### config.mk
export PLATFORM = sky130hd
export DESIGN_NAME = bcd_seq_to_binary
export DESIGN_NICKNAME = d
export VERILOG_FILES = /design/src/rtl/bcd_seq_to_binary.sv
export SDC_FILE = /design/constraint.sdc
export NUM_CORES = 1
export LEC_CHECK = 0
export ABC_AREA = 1
export CORE_UTILIZATION = 45
export CTS_CLUSTER_DIAMETER = 150
export CTS_CLUSTER_SIZE = 8
export DETAILED_ROUTE_END_ITERATION = 6
export HOLD_SLACK_MARGIN = 0.02
export PLACE_DENSITY = 0.72
export SLEW_MARGIN = 20
export SYNTH_ARGS = -nofsm -noshare
export SYNTH_HDL_FRONTEND = slang
export SYNTH_SLANG_ARGS = --single-unit
export TNS_END_PERCENT = 30
### constraint.sdc
create_clock -name clk -period 2.19 [get_ports clk]
set_clock_uncertainty 0.1 [all_clocks]
set_input_delay 0.3285 -clock clk [delete_from_list [all_inputs] [get_ports clk]]
set_output_delay 0.3285 -clock clk [all_outputs]
set_load 0.005 [all_outputs]
### src/rtl/bcd_seq_to_binary.sv
// Digit-serial packed-BCD to binary converter with valid/ready handshakes.
// Consumes one digit per cycle, most significant first; flags illegal nibbles.
module bcd_seq_to_binary #(
    parameter int DIGITS = 4,
    parameter int BIN_W  = 14
) (
    input  logic                  clk,
    input  logic                  rst_n,
    input  logic                  in_valid,
    output logic                  in_ready,
    input  logic [4*DIGITS-1:0]   bcd,
    output logic                  out_valid,
    input  logic                  out_ready,
    output logic [BIN_W-1:0]      binary,
    output logic                  err
);

    localparam int CW = (DIGITS > 1) ? $clog2(DIGITS) : 1;

    localparam logic [1:0] S_IDLE = 2'd0;
    localparam logic [1:0] S_CONV = 2'd1;
    localparam logic [1:0] S_DONE = 2'd2;

    logic [1:0]          state_q, state_d;
    logic [BIN_W-1:0]    acc_q, acc_d;
    logic [CW-1:0]       cnt_q, cnt_d;
    logic [4*DIGITS-1:0] sh_q, sh_d;
    logic                erracc_q, erracc_d;
    logic [BIN_W-1:0]    bin_q, bin_d;
    logic                err_q, err_d;
    logic                ov_q, ov_d;

    logic [3:0]          digit;
    logic [BIN_W-1:0]    acc_n;
    logic                erracc_n;
    logic                last;

    assign digit    = sh_q[4*DIGITS-1 -: 4];
    assign acc_n    = (acc_q << 3) + (acc_q << 1) + BIN_W'(digit);
    assign erracc_n = erracc_q | (digit > 4'd9);
    assign last     = (cnt_q == CW'(DIGITS - 1));

    assign in_ready  = (state_q == S_IDLE);
    assign out_valid = ov_q;
    assign binary    = bin_q;
    assign err       = err_q;

    // Next-state: capture in IDLE, multiply-accumulate in CONV, hold in DONE.
    always_comb begin
        state_d  = state_q;
        acc_d    = acc_q;
        cnt_d    = cnt_q;
        sh_d     = sh_q;
        erracc_d = erracc_q;
        bin_d    = bin_q;
        err_d    = err_q;
        ov_d     = ov_q;
        unique case (state_q)
            S_IDLE: begin
                if (in_valid) begin
                    sh_d     = bcd;
                    acc_d    = '0;
                    cnt_d    = '0;
                    erracc_d = 1'b0;
                    state_d  = S_CONV;
                end
            end
            S_CONV: begin
                acc_d    = acc_n;
                erracc_d = erracc_n;
                sh_d     = sh_q << 4;
                cnt_d    = cnt_q + CW'(1);
                if (last) begin
                    bin_d   = erracc_n ? '0 : acc_n;
                    err_d   = erracc_n;
                    ov_d    = 1'b1;
                    state_d = S_DONE;
                end
            end
            S_DONE: begin
                if (out_ready) begin
                    ov_d    = 1'b0;
                    state_d = S_IDLE;
                end
            end
            default: begin
                state_d = S_IDLE;
                ov_d    = 1'b0;
            end
        endcase
    end

    // State and datapath registers; reset clears everything immediately.
    always_ff @(posedge clk or negedge rst_n) begin
        if (!rst_n) begin
            state_q  <= S_IDLE;
            acc_q    <= '0;
            cnt_q    <= '0;
            sh_q     <= '0;
            erracc_q <= 1'b0;
            bin_q    <= '0;
            err_q    <= 1'b0;
            ov_q     <= 1'b0;
        end else begin
            state_q  <= state_d;
            acc_q    <= acc_d;
            cnt_q    <= cnt_d;
            sh_q     <= sh_d;
            erracc_q <= erracc_d;
            bin_q    <= bin_d;
            err_q    <= err_d;
            ov_q     <= ov_d;
        end
    end

endmodule

After elaboration in Yosys (flattened, before gate mapping) --
Index checks and enable logic that the tools add are counted. W data, S select, Z words.
Word-level totals: output and inout port bits 17, register bits after elaboration 50
Cells by class: $lt $le $gt $ge 1, bitwise operators 2, add/subtract/negate cells 3, eq/ne operators 6, reductions and logical operators 6, multiplexer cells 16
Operators by type and width (number):
- $pmux W16 S2 | 1
- $pmux W13 S2 | 1
- $mux W16 | 1
- $add A14 B14 Y14 | 1
- $add A14 B4 Y14 | 1
- $mux W14 | 1
- $mux W13 | 1
- $mux W2 | 4
- $ne A2 B2 Y1 const B | 3
- $pmux W2 S3 | 1
- $reduce_and A3 Y1 | 2
- $eq A2 B2 Y1 const B | 2
- $gt A4 B4 Y1 const B | 1
- $pmux W2 S2 | 1
- $reduce_and A2 Y1 | 2
- $mux W1 | 3
- $pmux W1 S3 | 1
- $add A2 B1 Y2 const B | 1
- $eq A2 B1 Y1 const B | 1
- $logic_not A2 Y1 | 1
- $pmux W1 S2 | 1
- $reduce_bool A2 Y1 | 1
- $not A1 Y1 | 1
- $or A1 B1 Y1 | 1

Longest topological paths before layout --
word-level depth 3, mapped depth 13, depth with buffers taken out 13

Worst setup path after synthesis --
No wires, ideal clock.
path type register to register, start register acc_q[0], end register acc_q[7], arrival 1.956 ns, slack 0.016 ns, cell stages (with the launch flop) 12, required time 1.973 ns, setup time 0.117 ns, buffers on the path 0, cells stage by stage dfrtp_1 -> inv_1 -> fa_1 -> inv_1 -> ha_1 -> nand3_1 -> nand3_1 -> nand2_1 -> nand2_1 -> or2_1 -> nand3_1 -> nand2_1
On the way: word-level cells in the longest chain between the ends 3
RTL lines:
- start: declaration | RTL line 25 | logic [BIN_W-1:0] acc_q, acc_d;
- start signal: assignment | RTL line 97 | acc_q <= '0;
- start signal: assignment | RTL line 106 | acc_q <= acc_d;
- $add A14 B14 Y14 | RTL line 39 | assign acc_n = (acc_q << 3) + (acc_q << 1) + BIN_W'(digit);
- $add A14 B4 Y14 | RTL line 39
- $pmux W13 S2 | RTL line 58 | unique case (state_q)
No other way between the ends. A chain may end at the register's enable or synchronous reset.

Worst setup path in the final report --
start register sh_q[15], end register bin_q[7] (netlist: binary[7])
On the way: word-level cells in the longest chain between the ends 3, elaborated cells between the ends (all ways) 4, those cells by class add/sub: 1; order compare: 1; mux: 1; bitwise: 1
RTL lines:
- start: declaration | RTL line 27 | logic [4*DIGITS-1:0] sh_q, sh_d;
- start signal: assignment | RTL line 99 | sh_q <= '0;
- start signal: assignment | RTL line 108 | sh_q <= sh_d;
- branches (longest 2 deep; another with $add A14 B4 Y14)
- $mux W14 (*) | RTL line 74 | bin_d = erracc_n ? '0 : acc_n;
- end signal: assignment | RTL line 110 | bin_q <= bin_d;
- end: declaration | RTL line 29 | logic [BIN_W-1:0] bin_q, bin_d;
Mark *: on every way between the ends.

==> reports/metrics.yaml <==
status: "finished with violations"
violations: "setup timing"
cts_buffers: 5
min_path_type: "input port to async pin"
r2r_cells: 11
dr.pass1.iters: 4
synth_top_area_share_pct: 43.6
htreeDepth: 2
switchingPower_mw: 2.68
power_frac_comb_pct: 60.6
syn_area_mm2: 0.00287
initial_core_util_pct: 47.6
synthDistinctLibCells: 30
post-place-ws_ns: -0.0948
rsz0062_at_grt: "true"
clk_path_buf_depth: 2
drtIter0Drc: 120
clock_latency_ns: 0.31
drc: 0
n_antenna_cell: 0
cp.arrival_ns: 2.32
r2r_end: "binary[7]"
fillCellCount: 538
final_net_count: 436
core_area_mm2: 0.00603
p_int_mw: 3.24
min_period_ns: 2.21
place_congestion: 0.860
fin_crit_sh_pct: 101
ys_ff_latch: 50
cts_root_buf: "clkbuf_8"
ant_nets: 0
slew_headroom_pct: 57.9
area_growth_pct: 24.8
grt_max_degree: 51
crit_required_ns: 2.30
synth_cells: 345
slew_viol_final: 0
sw_frac_of_total_pct: 45.3
design_area_mm2: 0.00358
placementRows: 28
worst_slew_pin_slew_ns: 0.631
ir_drop_uv: 675
cts_tree: "built"
syn_nets: 390
reg2reg_from: "sh_q[15]"
ff2ff_setup_slack_ns: -0.02
vias: 2426
die_w_um: 81.8
grt_pass1_vias: 2264
die_h_um: 81.8
setup_viol: 2
cp-startpoint: "sh_q[15]"
drive_above_1_share_pct: 13.8
portBuffers: 36
pwr-share-seq_pct: 27.3
final_hold_viol_count: 0
cp-end-kind: "flip-flop"
grt_pass1_wl_mm: 10.6
power.leakage_nw: 1.80
start_kind: "flip-flop"
power.density_mw_per_mm2: 1650
yosysWarningCount: 0
via_per_inst: 5.19
netlist_top_cells_area: "dfrtp_1 (44%), nand2_1 (13%), ha_1 (10%)"
cts.hold.buffers_added: 0
cts.sink_count: 50
setup_slack_ns: -0.0174
dpl_cell_area_mm2: 0.00333
path_max_fanout: 4
wire_per_inst_um: 14.0
wirelength_mm: 6.55
max_freq_ghz: 0.453
grt_use_total_pct: 21.1
synth.avg_cell_area_um2: 8.31
dieArea_mm2: 0.00670
antenna_found_initial: 0
clockPowerShare_pct: 12.0
path_clk_slew_ns: 0.10
overflow: 0
setup.worst_path.class: "flip-flop to flip-flop"
io_pins: 37
hpwlAfterDp_mm: 4.59
yosysSeqAreaShare_pct: 43.6
cap_violations: 0
yosysTopAreaCell: "dfrtp_1"
synth_stat cells:
| library cell | instances |
|---|---|
| a22o_1 | 2 |
| nand4_1 | 3 |
| nand3b_1 | 3 |
| nand2_4 | 2 |
| nand3_1 | 18 |
| inv_4 | 2 |
| o21ai_0 | 16 |
| a21oi_1 | 8 |
| ha_1 | 23 |
| or2_2 | 1 |
| o22ai_1 | 5 |
| o21a_1 | 1 |
| or2_1 | 2 |
| dfrtp_1 | 50 |
| nand2_1 | 99 |
| inv_1 | 40 |
| nor2_8 | 2 |
| a32o_1 | 2 |
| inv_2 | 1 |
| xnor2_1 | 1 |
| fa_1 | 2 |
| nand2_8 | 1 |
| buf_4 | 1 |
| buf_2 | 4 |
| o21ai_1 | 25 |
| inv_6 | 1 |
| buf_6 | 3 |
| xor2_1 | 3 |
| nor3_1 | 1 |
| nor2_1 | 23 |
kinds of logic after synthesis:
kind of cell    Yosys count  share of synthesized area (%)
simple gates            155                           24.3
compound gates           59                           11.2
buf+inv                  52                           8.25
flops                    50                           43.6
fa+ha+maj                25                           11.4
xor+xnor                  4                           1.22
state kept, by name, summed over array words and instances, names as in the netlist:
| signal | cells |
|---|---|
| cnt_q | 2 |
| state_q | 2 |
| erracc_q | 1 |
| out_valid | 1 |
| binary | 14 |
| sh_q | 16 |
| err | 1 |
| acc_q | 13 |
how the worst max path moves through the flow:
| stage | to | slack (ns) |
|---|---|---|
| finish | binary[7] | -0.02 |
| global route | acc_q[7] | -0.11 |
| CTS | binary[13] | 0.02 |
| detailed placement | acc_q[7] | -0.09 |
| global placement | binary[8] | -0.03 |
| floorplan | acc_q[7] | 0.02 |
final cells by class:
cell class                      count  area [µm²]  share of cell area, %
Multi-Input combinational cell    243        1500                   41.9
Clock buffer                        6        82.6                   2.31
Clock inverter                      2        38.8                   1.08
Sequential cell                    50        1250                   35.0
Tap cell                           75        93.8                   2.62
Inverter                           44         175                   4.90
Timing Repair Buffer               47         438                   12.2
worst max-delay path, cell delays in order (launching register included):
cell and delay, ns:
dfrtp_1 0.37, inv_2 0.06, fa_2 0.61, inv_2 0.05
ha_4 0.22, nand3_4 0.09, nand3_4 0.08, nand2_2 0.08
nand2_2 0.06, or2_1 0.25, nand3_1 0.08, nand2_1 0.05
cell usage in the layout, fill, tap and decap left out, types with 3 or more instances in the layout:
cell / synthesis / final
nand3b_1: 3 / 3
o21ai_1: 25 / 25
o22ai_1: 5 / 5
inv_1: 40 / 36
xor2_1: 3 / 3
dfrtp_1: 50 / 50
nand2_2: 0 / 5
nor2_1: 23 / 21
clkbuf_8: 0 / 6
nand4_1: 3 / 3
a21oi_1: 8 / 8
nand2_1: 99 / 94
buf_4: 1 / 11
clkdlybuf4s50_1: 0 / 35
nand3_2: 0 / 3
ha_1: 23 / 19
inv_2: 1 / 5
nand3_1: 18 / 13
ha_4: 0 / 3
o21ai_0: 16 / 15
through the flow:
step	util [%]	hold WS, ns	total power, mW	instances	setup TNS [ns]
global placement	55.3	0.361	4.71	458	-0.135
finish	59.4	0.00522	5.92	467	-0.0346
floorplan	-	-0.0671	3.84	345	0
CTS	57.6	0.0367	5.60	466	0
global route	59.4	0.0786	6.44	467	-0.782
detailed placement	55.3	0.365	4.79	458	-0.657
power by group through the flow:
stage / logic (mW) / clock network [mW] / registers, mW
after detailed placement: 3.16 / 0 / 1.63
after global placement: 3.09 / 0 / 1.62
after global routing: 4.03 / 0.759 / 1.66
after CTS: 3.26 / 0.723 / 1.62
after floorplan: 2.30 / 0 / 1.55
final: 3.59 / 0.711 / 1.62
routing by layer:
| layer | up-vias | wire (µm) | global-route usage (%) |
|---|---|---|---|
| met3 | 12 | 216 | 3.56 |
| met4 | 0 | 114 | 5.79 |
| met1 | 1146 | 2980 | 27.3 |
| met5 | - | 0 | 0 |
| met2 | 54 | 3240 | 36.3 |
| li1 | 1214 | - | - |
what timing repair did:
action	CTS	global route
gates resized for setup	5	24
pin swaps	3	14
setup endpoints to repair	14	17
buffers inserted	0	1
(Power assumes the default switching activity.)
